[config.mk]
export PLATFORM = sky130hd
export DESIGN_NAME = fetch_ctrl
export DESIGN_NICKNAME = d
export VERILOG_FILES = /design/src/rtl/fetch_ctrl.sv
export SDC_FILE = /design/constraint.sdc
export NUM_CORES = 1
export LEC_CHECK = 0
export BUFFER_PORTS_ARGS = -buffer_cell sky130_fd_sc_hd__buf_2
export CAP_MARGIN = 10
export CORE_ASPECT_RATIO = 1.4
export CORE_UTILIZATION = 43
export DETAILED_ROUTE_END_ITERATION = 10
export PLACE_DENSITY_LB_ADDON = 0.1
export SYNTH_ARGS = -nofsm -noshare
export SYNTH_HDL_FRONTEND = slang
export SYNTH_SLANG_ARGS = --single-unit
[constraint.sdc]
create_clock -name clk -period 2.6 [get_ports clk]
set_clock_uncertainty 0.1 [all_clocks]
set_input_delay 0.26 -clock clk [delete_from_list [all_inputs] [get_ports clk]]
set_output_delay 0.26 -clock clk [all_outputs]
set_load 0.005 [all_outputs]
[src/rtl/fetch_ctrl.sv]
// Instruction-fetch sequencer: owns the pc, fetches one word per instruction over a
// req/ack memory port and hands it to decode through a valid/ready instruction register.
module fetch_ctrl #(
    parameter logic [31:0] RESET_PC = 32'h0000_0000,
    parameter logic [31:0] PC_STEP  = 32'd4,
    parameter int unsigned TIMEOUT  = 15
) (
    input  logic        clk,
    input  logic        rst_n,
    input  logic        start,
    output logic        mem_req,
    output logic [31:0] mem_addr,
    input  logic        mem_ack,
    input  logic [31:0] mem_rdata,
    output logic        ir_load,
    output logic [31:0] ir_data,
    output logic        instr_valid,
    input  logic        instr_ready,
    input  logic        redirect,
    input  logic [31:0] redirect_addr,
    output logic [31:0] pc,
    output logic        busy,
    output logic        timeout_err
);

    localparam int unsigned XLEN  = 32;
    localparam int unsigned CNT_W = 8;

    typedef enum logic [1:0] {
        IDLE  = 2'd0,
        FETCH = 2'd1,
        ISSUE = 2'd2
    } state_e;

    state_e            state_q, state_d;
    logic [XLEN-1:0]   pc_q, pc_d;
    logic [XLEN-1:0]   ir_q, ir_d;
    logic [CNT_W-1:0]  cnt_q, cnt_d;
    logic              err_q, err_d;
    logic              load_q, load_d;
    logic              req_q;
    logic              valid_q;
    logic              busy_q;

    // Last wait cycle before a missing ack is declared a fault.
    logic              cnt_expired;
    assign cnt_expired = (cnt_q == CNT_W'(TIMEOUT - 1));

    // Next-state and datapath update; redirect outranks ack, timeout and accept.
    always_comb begin
        state_d = state_q;
        pc_d    = pc_q;
        ir_d    = ir_q;
        cnt_d   = cnt_q;
        err_d   = err_q;
        load_d  = 1'b0;

        case (state_q)
            IDLE: begin
                if (start) begin
                    err_d   = 1'b0;
                    cnt_d   = '0;
                    state_d = FETCH;
                end
            end

            FETCH: begin
                if (redirect) begin
                    pc_d  = redirect_addr;
                    cnt_d = '0;
                end else if (mem_ack) begin
                    ir_d    = mem_rdata;
                    load_d  = 1'b1;
                    state_d = ISSUE;
                end else if (cnt_expired) begin
                    err_d   = 1'b1;
                    cnt_d   = '0;
                    state_d = IDLE;
                end else begin
                    cnt_d = cnt_q + CNT_W'(1);
                end
            end

            ISSUE: begin
                if (redirect) begin
                    pc_d    = redirect_addr;
                    cnt_d   = '0;
                    state_d = FETCH;
                end else if (instr_ready) begin
                    pc_d    = pc_q + PC_STEP;
                    cnt_d   = '0;
                    state_d = FETCH;
                end
            end

            default: begin
                state_d = IDLE;
            end
        endcase
    end

    // State and registered outputs; handshake flags are decoded from the next state
    // so they line up with the state they describe.
    always_ff @(posedge clk) begin
        if (!rst_n) begin
            state_q <= IDLE;
            pc_q    <= RESET_PC;
            ir_q    <= '0;
            cnt_q   <= '0;
            err_q   <= 1'b0;
            load_q  <= 1'b0;
            req_q   <= 1'b0;
            valid_q <= 1'b0;
            busy_q  <= 1'b0;
        end else begin
            state_q <= state_d;
            pc_q    <= pc_d;
            ir_q    <= ir_d;
            cnt_q   <= cnt_d;
            err_q   <= err_d;
            load_q  <= load_d;
            req_q   <= (state_d == FETCH);
            valid_q <= (state_d == ISSUE);
            busy_q  <= (state_d != IDLE);
        end
    end

    assign mem_req     = req_q;
    assign mem_addr    = pc_q;
    assign ir_load     = load_q;
    assign ir_data     = ir_q;
    assign instr_valid = valid_q;
    assign pc          = pc_q;
    assign busy        = busy_q;
    assign timeout_err = err_q;

endmodule
# Yosys cells after proc, flatten, opt, wreduce, memory -nomap -nowiden
# Index checks and enable logic that the tools add are counted.
[word_totals]
output_inout_bits = 101
wordCells = 60
regBits = 79
input_bits = 70
[op_classes]
n_eq_ne = 12
n_bitwise = 3
n_reduce_logical = 10
mux = 24
addsub = 2
[op_table]
columns = ["cell", "count"]
rows = [
  ["two-way mux 32 bit", 3],
  ["one-hot mux 32 bit (2 select lines)", 1],
  ["two-way mux 8 bit", 6],
  ["adder 32 x 3 -> 32 bit, second input constant", 1],
  ["one-hot mux 8 bit (3 select lines)", 1],
  ["two-way mux 2 bit", 6],
  ["inequality test 2 bit, second input constant", 5],
  ["adder 8 x 1 -> 8 bit, second input constant", 1],
  ["equality test 8 x 4 -> 1 bit, second input constant", 1],
  ["inequality test 3 bit, second input constant", 2],
  ["one-hot mux 2 bit (3 select lines)", 1],
  ["AND reduction 3 bit", 2],
  ["nonzero test 2 bit", 3],
  ["two-way mux 1 bit", 5],
  ["AND reduction 5 bit", 1],
  ["equality test 2 x 1 -> 1 bit, second input constant", 2],
  ["equality test 2 bit, second input constant", 2],
  ["AND reduction 4 bit", 1],
  ["inverter 1 bit", 3],
  ["nonzero test 3 bit", 1],
  ["OR reduction 3 bit", 1],
  ["zero test 2 bit", 1],
  ["one-hot mux 1 bit (2 select lines)", 1],
]

# Depth between registers and ports, before layout
# Gate-level depths: netlist of run 1.
[logic_depth]
ltp_word = 6
mapped_depth = 8
ltp_nobuf = 6

# Worst setup path after synthesis of run 1
# No wires, ideal clock.
[synth_path]
kind = "register to register"
startpoint = "register pc_q[9], in the netlist mem_addr[9]"
endpoint = "register pc_q[27], in the netlist mem_addr[27]"
stages_incl_launch_ff = 6
n_path_buf = 1
slack_ns = 0.518
synth_period_minus_slack_ns = 2.082
required_ns = 2.419
arrival_time_ns = 1.901
setup_ns = 0.081
cell_sequence = "dfxtp_1 > buf_2 > nand4_2 > or4_4 > or4_1 > a41oi_1"
[synth_between]
elab_chain_cells = 4
[synth_rtl]
columns = ["element", "line", "source"]
rows = [
  ["from (decl)", "36", "logic [XLEN-1:0] pc_q, pc_d;"],
  ["from (signal assigned)", "117", "pc_q <= pc_d;"],
  ["adder 32 x 3 -> 32 bit", "90", "pc_d = pc_q + PC_STEP;"],
  ["two-way mux 32 bit", "89", "end else if (instr_ready) begin"],
  ["two-way mux 32 bit", "85", "if (redirect) begin"],
  ["one-hot mux 32 bit (2 select lines)", "58", "case (state_q)"],
]
# No other way between the ends. The select of a mux whose other input is x is not followed.
# A chain may end at the register's enable or synchronous reset.

# Worst setup path after layout of run 1
# Ends and elaborated chain as after synthesis.

==> results by group, run 1 <==
Outcome
  • Status: complete, but fails checks
  • Failing checks: DRC

Setup path
  • Reg2Reg Setup Slack: 400 ps
  • RR Startpoint: mem_addr[9]
  • Critical path peak fanout: 10
  • Crit path kind: register to register
  • R2R depth: 4
  • CP max stage cell: or4_4
  • CP Launch Type: register
  • Slowest Stage Delay on Critical Path: 590 ps
  • Crit path capture: mem_addr[27]
  • WP buf/inv: 0
  • Setup crit start: mem_addr[9]
  • Reg-to-reg endpoint: mem_addr[27]
  • Crit end category: register
  • Worst EP arrival: 2360 ps
  • Critical Path RT: 2750 ps
  • CP Cell Sequence: nand4_2 -> or4_4 -> or4_1 -> a41oi_1
  • Crit path max-delay family: simple AND/OR/NAND/NOR gates
  • Worst path depth: 4

Timing
  • RSZ-0062 raised after global routing: false
  • Final min period: 2200 ps
  • Hold slack: 56.3 ps
  • Final setup fails: 0
  • Slew @ Worst Pin: 465 ps
  • Fin Setup TNS: 0 ps
  • Fin worst setup slack: 395 ps
  • Slew Limit Headroom: 68.9%
  • Final Hold Vio Count: 0
  • Final worst-path cycle share: 84.8%
  • Max frequency: 454 MHz
  • Max Slew Vio Count: 0

Finish
  • Most frequent cells in the layout: buf_2 (170), nand2_1 (116), dfxtp_1 (79)
  • Fillers: 875
  • Nets: 730
  • Antenna diodes: 0
  • Most common cell after layout, fill and taps aside: buf_2
  • Area Overhead vs Synth: 26.2%
  • Layout cell share with drive strength beyond 1: 32.0%
  • Final Core Density: 56.4%

Floorplan
  • Core ar.: 0.00908 sq mm
  • Die Height: 117 um
  • Initial core utilization: 44.7%
  • Die width: 84.1 um
  • # IOs: 171
  • Row Count: 41
  • Overall die area: 0.00984 sq mm

Logic synthesis
  • Synth Warn #: 0
  • Cells after synthesis: 528
  • Top cells by area, synth: dfxtp_1 (39%), nand2_1 (11%), a21oi_1 (6.5%), buf_4 (5.9%), nor2_1 (3.3%)
  • Ys async rst share: 0%
  • Dominant synthesized flop cell: dfxtp_1
  • Synthesized cell area: 0.00406 sq mm
  • Post-synth top area share: 38.9%
  • Sequential area share after synthesis: 38.9%
  • Library cells used by synthesis: 62
  • Yosys reg bits: 79
  • Net Count, Synth: 601
  • Number of synthesized flops with an enable pin: 0
  • Mapped Avg Cell Area: 7.69 sq um
  • Post-synth top area cell: dfxtp_1

Place
  • DP HPWL: 7860 um
  • # port buffers: 170
  • Post-Place Worst Slack: 411 ps
  • RD Place Congestion: 0.798

Power and ir drop
  • P_sw: 0.811 mW
  • Pwr Density: 605 mW/mm^2
  • Cell Int Power: 2.29 mW
  • Leakage: 2.38 nW
  • Power share of the combinational group: 11.8%
  • Register share of total power: 43.2%
  • Tot Pwr: 3.10 mW
  • Net Sw Frac: 26.1%
  • Clock power frac: 45.1%
  • Worst VDD drop: 397 uV

Detailed routing
  • 1st-iter DRT viols: 227
  • Routed vias: 4250
  • Final antenna-violating net count: 0
  • Post-Route WL: 11300 um
  • Via density: 5.53
  • WL/cell: 14.7 um
  • Drt pass-1 iters: 8
  • Drc violations: 26

Global routing
  • First-pass GRT wire length: 17800 um
  • Global Route Usage Sum: 22.5%
  • Vias in the first global route: 3674
  • Largest net degree at the start of global routing: 51
  • Gr ovfl total: 0
  • Antenna violations before repair: 0

Clock tree
  • Worst-Skew Late Latency: 340 ps
  • CTS tree: built
  • Hold-fix buffer count after cts: 0
  • Root Buffer: clkbuf_16
  • H-Tree Depth: 3
  • CTS buffer count: 9
  • Worst-path clk slew: 70 ps
  • Sink Count: 79
  • Setup Buffers After CTS: 0
  • Post_cts resized: 0
  • CTS max path bufs: 2

Min path
  • Hold WC Path Type: primary input to register

Run
  • # Max-Cap Violations: 0
==> state kept, by name (all words and copies together) (netlist names) <==
register     count
ir_data         32
mem_addr        32
cnt_q            8
state_q          2
busy             1
instr_valid      1
ir_load          1
mem_req          1
timeout_err      1
==> per-layer routing <==
layer / part of all wire [%] / routed length (um) / global-route usage [%]
met4: 2.1 / 236 / 9.31
met2: 49 / 5490 / 38.8
met5: 0 / 0 / 0
met1: 42 / 4760 / 27.7
met3: 7.1 / 801 / 4.63
==> cell usage after synthesis (6+ instances only) <==
master	n
xor2_1	7
nand2_1	116
o22ai_1	6
a21oi_1	53
dfxtp_1	79
nor2_1	36
a31oi_1	10
nand3_1	25
nand4_1	17
buf_4	32
o21ai_0	14
clkbuf_1	28
and3_1	11
==> kinds of logic after synthesis <==
kind of cell,synth area share (%)
AND/OR/NAND/NOR,29.9
adder cells (fa/ha/maj),0.924
buffers and inverters,9.33
multiplexers,0.739
XOR/XNOR,1.73
AO/OA/AOI/OAI,18.4
flip-flops,38.9
==> worst min-delay path by stage <==
stage          slack (ps)            to  depth (start not counted)               from
2_1_floorplan         280  mem_addr[17]                          2  redirect_addr[17]
3_3_place_gp          340   ir_data[31]                          2        ir_data[31]
3_5_place_dp          340   ir_data[29]                          2        ir_data[29]
4_1_cts                50   ir_data[27]                          3      mem_rdata[27]
5_1_grt                50   ir_data[10]                          3      mem_rdata[10]
6_report               60  mem_addr[17]                          3  redirect_addr[17]
==> area by class of cell <==
cell class	count	area, sq um	area share, %
timing repair buffer	183	961	18.7
sequential	79	1580	30.9
inverter	3	11.3	0.220
multi-input combinational	381	2110	41.1
clock buffer	9	225	4.39
clock inverter	7	105	2.05
tap	107	134	2.61
==> power by group through the flow <==
stage | clock network (mW) | logic (mW) | registers, mW
floorplan | 0 | 0.227 | 1.35
global placement | 0 | 0.365 | 1.36
detailed placement | 0 | 0.367 | 1.37
CTS | 1.43 | 0.368 | 1.34
global route | 1.49 | 0.404 | 1.35
finish | 1.40 | 0.365 | 1.34
==> through the flow <==
stage          instance area, sq um  std cells
3_5_place_dp                   4790        753
2_1_floorplan                  4060        528
6_report                       5120        769
4_1_cts                        5120        769
5_1_grt                        5120        769
3_3_place_gp                   4790        753
==> worst min-delay path, delay by kind of cell <==
family	cells	cell delay [ps]
buf+inv	1	90
compound gates	2	110
Note: power is estimated with default switching activity, not from simulation.
==> inputs of run 2 (changes only) <==
--- a/config.mk
+++ b/config.mk
@@ -5,6 +5,7 @@
 export SDC_FILE = /design/constraint.sdc
 export NUM_CORES = 1
 export LEC_CHECK = 0
+export ABC_AREA = 1
 export BUFFER_PORTS_ARGS = -buffer_cell sky130_fd_sc_hd__buf_2
 export CAP_MARGIN = 10
 export CORE_ASPECT_RATIO = 1.4
==> constraint.sdc (replaced) <==
create_clock -name clk -period 1.84 [get_ports clk]
set_clock_uncertainty 0.1 [all_clocks]
set_input_delay 0.184 -clock clk [delete_from_list [all_inputs] [get_ports clk]]
set_output_delay 0.184 -clock clk [all_outputs]
set_load 0.005 [all_outputs]
==> run 2 against run 1 <==
  * The run now ends clean
  * Routed wire length rose by 12%
  * Cell area is 14% higher
  * Via count increased by 14%
  * Synthesized area is 9.7% higher
  * Register-to-register slack lost 240 ps
  * Critical path depth rose by 5
  * Utilization increased by 1.8 points
  * Sequential power rose by 41%
  * Largest power group is now sequential cells
==> results by group, run 2 <==
Outcome
  • Status: finished clean

Finish
  • Sequential Area: 0.00158 sq mm
  • Area of the multi-input gates: 0.00229 sq mm
  • Fillers: 981
  • Area Overhead vs Synth: 30.9%
  • Most common cell after layout, fill and taps aside: buf_2
  • Layout cell share with drive strength beyond 1: 29.4%
  • Most frequent cells in the layout: buf_2 (170), nand2_1 (160), nor2_1 (120)
  • Nets: 922
  • Antenna diodes: 0

Setup path
  • Critical path peak fanout: 6
  • Reg-to-reg endpoint: mem_addr[31]
  • Crit path max-delay family: simple AND/OR/NAND/NOR gates
  • Slowest Stage Delay on Critical Path: 460 ps
  • Worst path depth: 9
  • CP Launch Type: register
  • WP buf/inv: 0
  • Critical Path Most Common Cell: nand2_1
  • CP max stage cell: dfxtp_1
  • Reg2Reg Setup Slack: 150 ps
  • Crit end category: register
  • R2R depth: 9
  • Worst EP arrival: 1810 ps
  • Crit path kind: register to register
  • CP Cell Sequence: nand2_1 -> nor2_1 -> nand2_1 -> nor2_1 -> nand2_1 -> nand2_1 -> nand3_1 -> nand2_1 -> a21oi_1
  • RR Startpoint: mem_addr[14]
  • Critical Path RT: 1960 ps

Run
  • # Max-Cap Violations: 0

Timing
  • Max Slew Vio Count: 0
  • Slew @ Worst Pin: 439 ps
  • Final Hold Vio Count: 0
  • Final worst-path cycle share: 91.7%
  • RSZ-0062 raised after global routing: true
  • Slew Limit Headroom: 70.5%
  • Final min period: 1690 ps
  • Max frequency: 592 MHz
  • Final setup fails: 0
  • Fin Setup TNS: 0 ps
  • Hold slack: 1.31 ps

Logic synthesis
  • Count leader, synth: nand2_1
  • Number of synthesized flops with an enable pin: 0
  • Post-synth top area share: 35.5%
  • Net Count, Synth: 754
  • Top cells by count, synth: nand2_1 (161), nor2_1 (124), dfxtp_1 (79)
  • Top cells by area, synth: dfxtp_1 (35%), nand2_1 (14%), nor2_1 (10%), o21ai_0 (7.2%), buf_4 (5.7%)
  • Mapped Avg Cell Area: 6.54 sq um
  • Adder-cell share of the synthesized area: 0.842%
  • Synth Area in Simple Gates: 34.7%
  • Sequential area share after synthesis: 35.5%
  • Cells after synthesis: 681
  • Synth Warn #: 0
  • Yosys reg bits: 79
  • Proportion of synthesized area in mux cells: 0%
  • Post-synth top area cell: dfxtp_1
  • Synthesized cell area: 0.00446 sq mm
  • Largest family of logic cells by synthesized area: simple AND/OR/NAND/NOR gates
  • Library cells used by synthesis: 37
  • Compound-Gate Fraction of Synth Area: 14.9%
  • Area share of xor/xnor cells in the synthesized design: 0.393%
  • Ys async rst share: 0%
  • Dominant synthesized flop cell: dfxtp_1

Detailed routing
  • WL/cell: 12.8 um
  • Routed vias: 4833
  • Via density: 4.89
  • Final antenna-violating net count: 0
  • Drt pass-1 iters: 6
  • 1st-iter DRT viols: 215
  • Drc violations: 0
  • Post-Route WL: 12700 um

Clock tree
  • CTS max path bufs: 2
  • Worst-Skew Late Latency: 340 ps
  • Root Buffer: clkbuf_16
  • Sink Count: 79
  • CTS tree: built
  • H-Tree Depth: 3
  • CTS buffer count: 9
  • Worst-path clk slew: 70 ps

Power and ir drop
  • Worst VDD drop: 557 uV
  • Pwr Density: 757 mW/mm^2
  • Leakage: 2.68 nW

Min path
  • Hold WC Path Type: primary input to register
  • Min-delay src: mem_rdata[14]
  • Hold Path End: ir_data[14]
  • Hold path depth: 3

Global routing
  • Vias in the first global route: 4495
  • Largest net degree at the start of global routing: 36
  • Global Route Usage Sum: 24.5%
  • Antenna violations before repair: 0
  • Gr ovfl total: 0
  • First-pass GRT wire length: 20500 um

Floorplan
  • Core ar.: 0.0100 sq mm
  • Initial core utilization: 44.5%
  • Die width: 88.0 um
  • Row Count: 43
  • Die Height: 122 um
  • Overall die area: 0.0108 sq mm
  • # IOs: 171

Place
  • # port buffers: 170
  • DP HPWL: 9050 um
  • RD Place Congestion: 0.878
run 2: cell count changes after synthesis, moves of 8 or more:
cell and delta:
a21oi_1 -13, a31oi_1 -9, and3_1 -10, clkbuf_1 -17, inv_1 +54, nand2_1 +45
nand4_1 -13, nor2_1 +88, nor2_2 +8, o21ai_0 +50
run 2: layer usage:
layer | GRT usage (%) | part of all wire, % | wire, um | vias up
li1 | - | - | - | 2466
met1 | 28.3 | 41 | 5150 | 2166
met2 | 42.3 | 50 | 6300 | 172
met3 | 4.37 | 5.9 | 749 | 29
met4 | 13.4 | 3.7 | 469 | 0
met5 | 0 | 0 | 0 | -
run 2: logic make-up after synthesis:
| kind of cell | count (synthesis) |
|---|---|
| adder cells (fa/ha/maj) | 3 |
| AO/OA/AOI/OAI | 122 |
| AND/OR/NAND/NOR | 358 |
| flip-flops | 79 |
| buffers and inverters | 117 |
| XOR/XNOR | 2 |
run 2: worst min-delay path, stage by stage:
cell     delay, ps
buf_2           70
o21ai_0         70
nor2_1          80
run 2: worst max-delay path by stage:
stage | start | to
global placement | mem_addr[3] | mem_addr[22]
global route | mem_addr[14] | mem_addr[24]
floorplan | mem_addr[2] | mem_addr[22]
detailed placement | mem_addr[3] | mem_addr[22]
finish | mem_addr[14] | mem_addr[31]
CTS | mem_addr[3] | mem_addr[28]
run 2: metrics by stage:
step	area [sq um]	setup WS (ps)	cells	power, mW	util, %
2_1_floorplan	4460	242	681	2.31	-
3_3_place_gp	5300	97.3	953	2.55	53.0
3_5_place_dp	5300	42.6	953	2.56	53.0
4_1_cts	5800	33.1	988	4.44	58.0
5_1_grt	5830	-11.4	989	4.62	58.3
6_report	5830	152	989	4.42	58.3
run 2: cell type report:
| type | count | area share, % |
|---|---|---|
| clock inverter | 7 | 1.39 |
| inverter | 58 | 3.73 |
| sequential | 79 | 27.1 |
| timing repair buffer | 216 | 21.8 |
| multi-input combinational | 485 | 39.2 |
| clock buffer | 9 | 3.86 |
| tap | 135 | 2.90 |
run 2: timing repair:
item	CTS	global route
hold endpoints to repair	19	0
hold buffers	19	0
resized for setup	0	8
setup buffers	0	1
endpoints found under the setup margin	0	13
run 2: power by group:
group          internal, mW  switching (mW)  total, mW
logic                 0.324           0.344      0.669
clock network          1.07           0.791       1.86
registers              1.80          0.0830       1.89
==> inputs of run 3 (changes only) <==
--- a/config.mk
+++ b/config.mk
@@ -12,6 +12,7 @@
 export CORE_UTILIZATION = 43
 export DETAILED_ROUTE_END_ITERATION = 10
 export PLACE_DENSITY_LB_ADDON = 0.1
+export SLEW_MARGIN = 15
 export SYNTH_ARGS = -nofsm -noshare
 export SYNTH_HDL_FRONTEND = slang
 export SYNTH_SLANG_ARGS = --single-unit
==> constraint.sdc (replaced) <==
create_clock -name clk -period 2.2 [get_ports clk]
set_clock_uncertainty 0.1 [all_clocks]
set_input_delay 0.22 -clock clk [delete_from_list [all_inputs] [get_ports clk]]
set_output_delay 0.22 -clock clk [all_outputs]
set_load 0.005 [all_outputs]
==> run 3 against run 2 <==
  * Cell count shrank 3.5%
  * Sequential share of layout area up 1.6 points
  * Via count is 3.4% lower
  * First-iteration DRC count decreased by 9.8%
  * Hold slack better by 21 ps
  * Utilization is 3.3 points lower
  * Combinational power fell by 26%
  * Sequential power shrank 16%
  * Count of clock-buffer cells in the layout stayed put
  * Critical path type unchanged
  * Largest cell class unchanged
  * Largest power group unchanged
==> results by group, run 3 (same netlist as run 2, synthesis figures left out) <==
Global routing
  • Global Route Usage Sum: 22.6%
  • Gr ovfl total: 0
  • First-pass GRT wire length: 18900 um
  • Antenna violations before repair: 0
  • Largest net degree at the start of global routing: 38
  • Vias in the first global route: 4266

Detailed routing
  • Routed vias: 4670
  • WL/cell: 12.8 um
  • Drc violations: 0
  • Post-Route WL: 12200 um
  • Final antenna-violating net count: 0
  • Via density: 4.90
  • Drt pass-1 iters: 4
  • 1st-iter DRT viols: 194

Timing
  • Max frequency: 539 MHz
  • Slew Limit Headroom: 47.7%
  • Hold slack: 22.6 ps
  • Fin Setup TNS: 0 ps
  • Max Slew Vio Count: 0
  • Final Hold Vio Count: 0
  • Final min period: 1850 ps
  • Final worst-path cycle share: 84.3%
  • RSZ-0062 raised after global routing: false
  • Final setup fails: 0
  • Slew @ Worst Pin: 784 ps

Power and ir drop
  • Pwr Density: 665 mW/mm^2
  • Worst VDD drop: 431 uV
  • Leakage: 2.52 nW

Floorplan
  • Die width: 88.0 um
  • Row Count: 43
  • Initial core utilization: 44.5%
  • Die Height: 122 um
  • Core ar.: 0.0100 sq mm
  • Overall die area: 0.0108 sq mm
  • # IOs: 171

Outcome
  • Status: finished clean

Setup path
  • CP max stage cell: dfxtp_1
  • Worst path depth: 7
  • Crit path kind: register to register
  • R2R depth: 7
  • Worst EP arrival: 1970 ps
  • Crit path max-delay family: simple AND/OR/NAND/NOR gates
  • CP Cell Sequence: nand2_4 -> nor2_4 -> inv_2 -> nor2_1 -> nand2_1 -> a21oi_1 -> a211oi_1
  • Slowest Stage Delay on Critical Path: 470 ps
  • Critical Path RT: 2320 ps
  • CP Launch Type: register
  • WP buf/inv: 1
  • Crit end category: register
  • Critical path peak fanout: 20

Finish
  • Layout cell share with drive strength beyond 1: 28.0%
  • Fillers: 1047
  • Nets: 887
  • Most frequent cells in the layout: buf_2 (170), nand2_1 (161), nor2_1 (124)
  • Area of the multi-input gates: 0.00226 sq mm
  • Most common cell after layout, fill and taps aside: buf_2
  • Sequential Area: 0.00158 sq mm
  • Area Overhead vs Synth: 23.5%
  • Antenna diodes: 0
  • Final Core Density: 55.0%

Clock tree
  • Root Buffer: clkbuf_16
  • Worst-path clk slew: 70 ps
  • CTS buffer count: 9
  • H-Tree Depth: 3
  • Worst-Skew Late Latency: 340 ps
  • Sink Count: 79
  • CTS max path bufs: 2
  • Post_cts resized: 0
  • CTS tree: built
  • Setup Buffers After CTS: 0
  • Hold-fix buffer count after cts: 0

Min path
  • Hold WC Path Type: primary input to register
  • Hold path depth: 3

Place
  • DP HPWL: 9020 um
  • RD Place Congestion: 0.832
  • # port buffers: 170

Run
  • # Max-Cap Violations: 0
run 3: changes by cell type in the layout (fill, tap and decap cells not counted), sizes merged:
cell         delta
buf            -16
clkinvlp        -1
dlygate4sd3    -19
clkinv          -1
inv             +2
run 3: worst min-delay path: stages:
cell	delay, ps
buf_2	70
o21ai_0	70
nor2_1	70
run 3: path summary, 6_finish.rpt:
kind	startpoint	endpoint	slack [ps]
worst min-delay path	mem_rdata[0]	ir_data[0]	20
worst max register to register	state_q[1]	mem_addr[8]	350
worst max-delay path	state_q[1]	mem_addr[8]	350
worst min register to register	timeout_err	timeout_err	360
run 3: through the flow:
stage | std cells | setup WS [ps] | power [mW] | area, sq um
6_report | 954 | 346 | 3.66 | 5500
5_1_grt | 954 | 146 | 3.84 | 5500
4_1_cts | 954 | 356 | 3.69 | 5500
3_5_place_dp | 938 | 380 | 2.12 | 5190
3_3_place_gp | 938 | 420 | 2.11 | 5190
2_1_floorplan | 681 | 602 | 1.93 | 4460
run 3: metal layers:
| metal | up-vias | wire length [um] | global-route usage [%] |
|---|---|---|---|
| li1 | 2403 | - | - |
| met1 | 2101 | 5050 | 24.9 |
| met2 | 146 | 6220 | 41.0 |
| met3 | 20 | 587 | 4.37 |
| met4 | 0 | 350 | 10.9 |
| met5 | - | 0 | 0 |
run 3: area by class of cell:
class	count	share of cell area, %
Clock inverter	7	1.55
Clock buffer	9	4.09
Tap cell	135	3.07
Inverter	58	3.96
Timing Repair Buffer	181	17.4
Multi-Input combinational cell	485	41.2
Sequential cell	79	28.7
run 3: report_power, final:
group          switching [mW]  internal [mW]
Combinational           0.269          0.229
Clock                   0.672          0.904
Sequential             0.0770           1.51
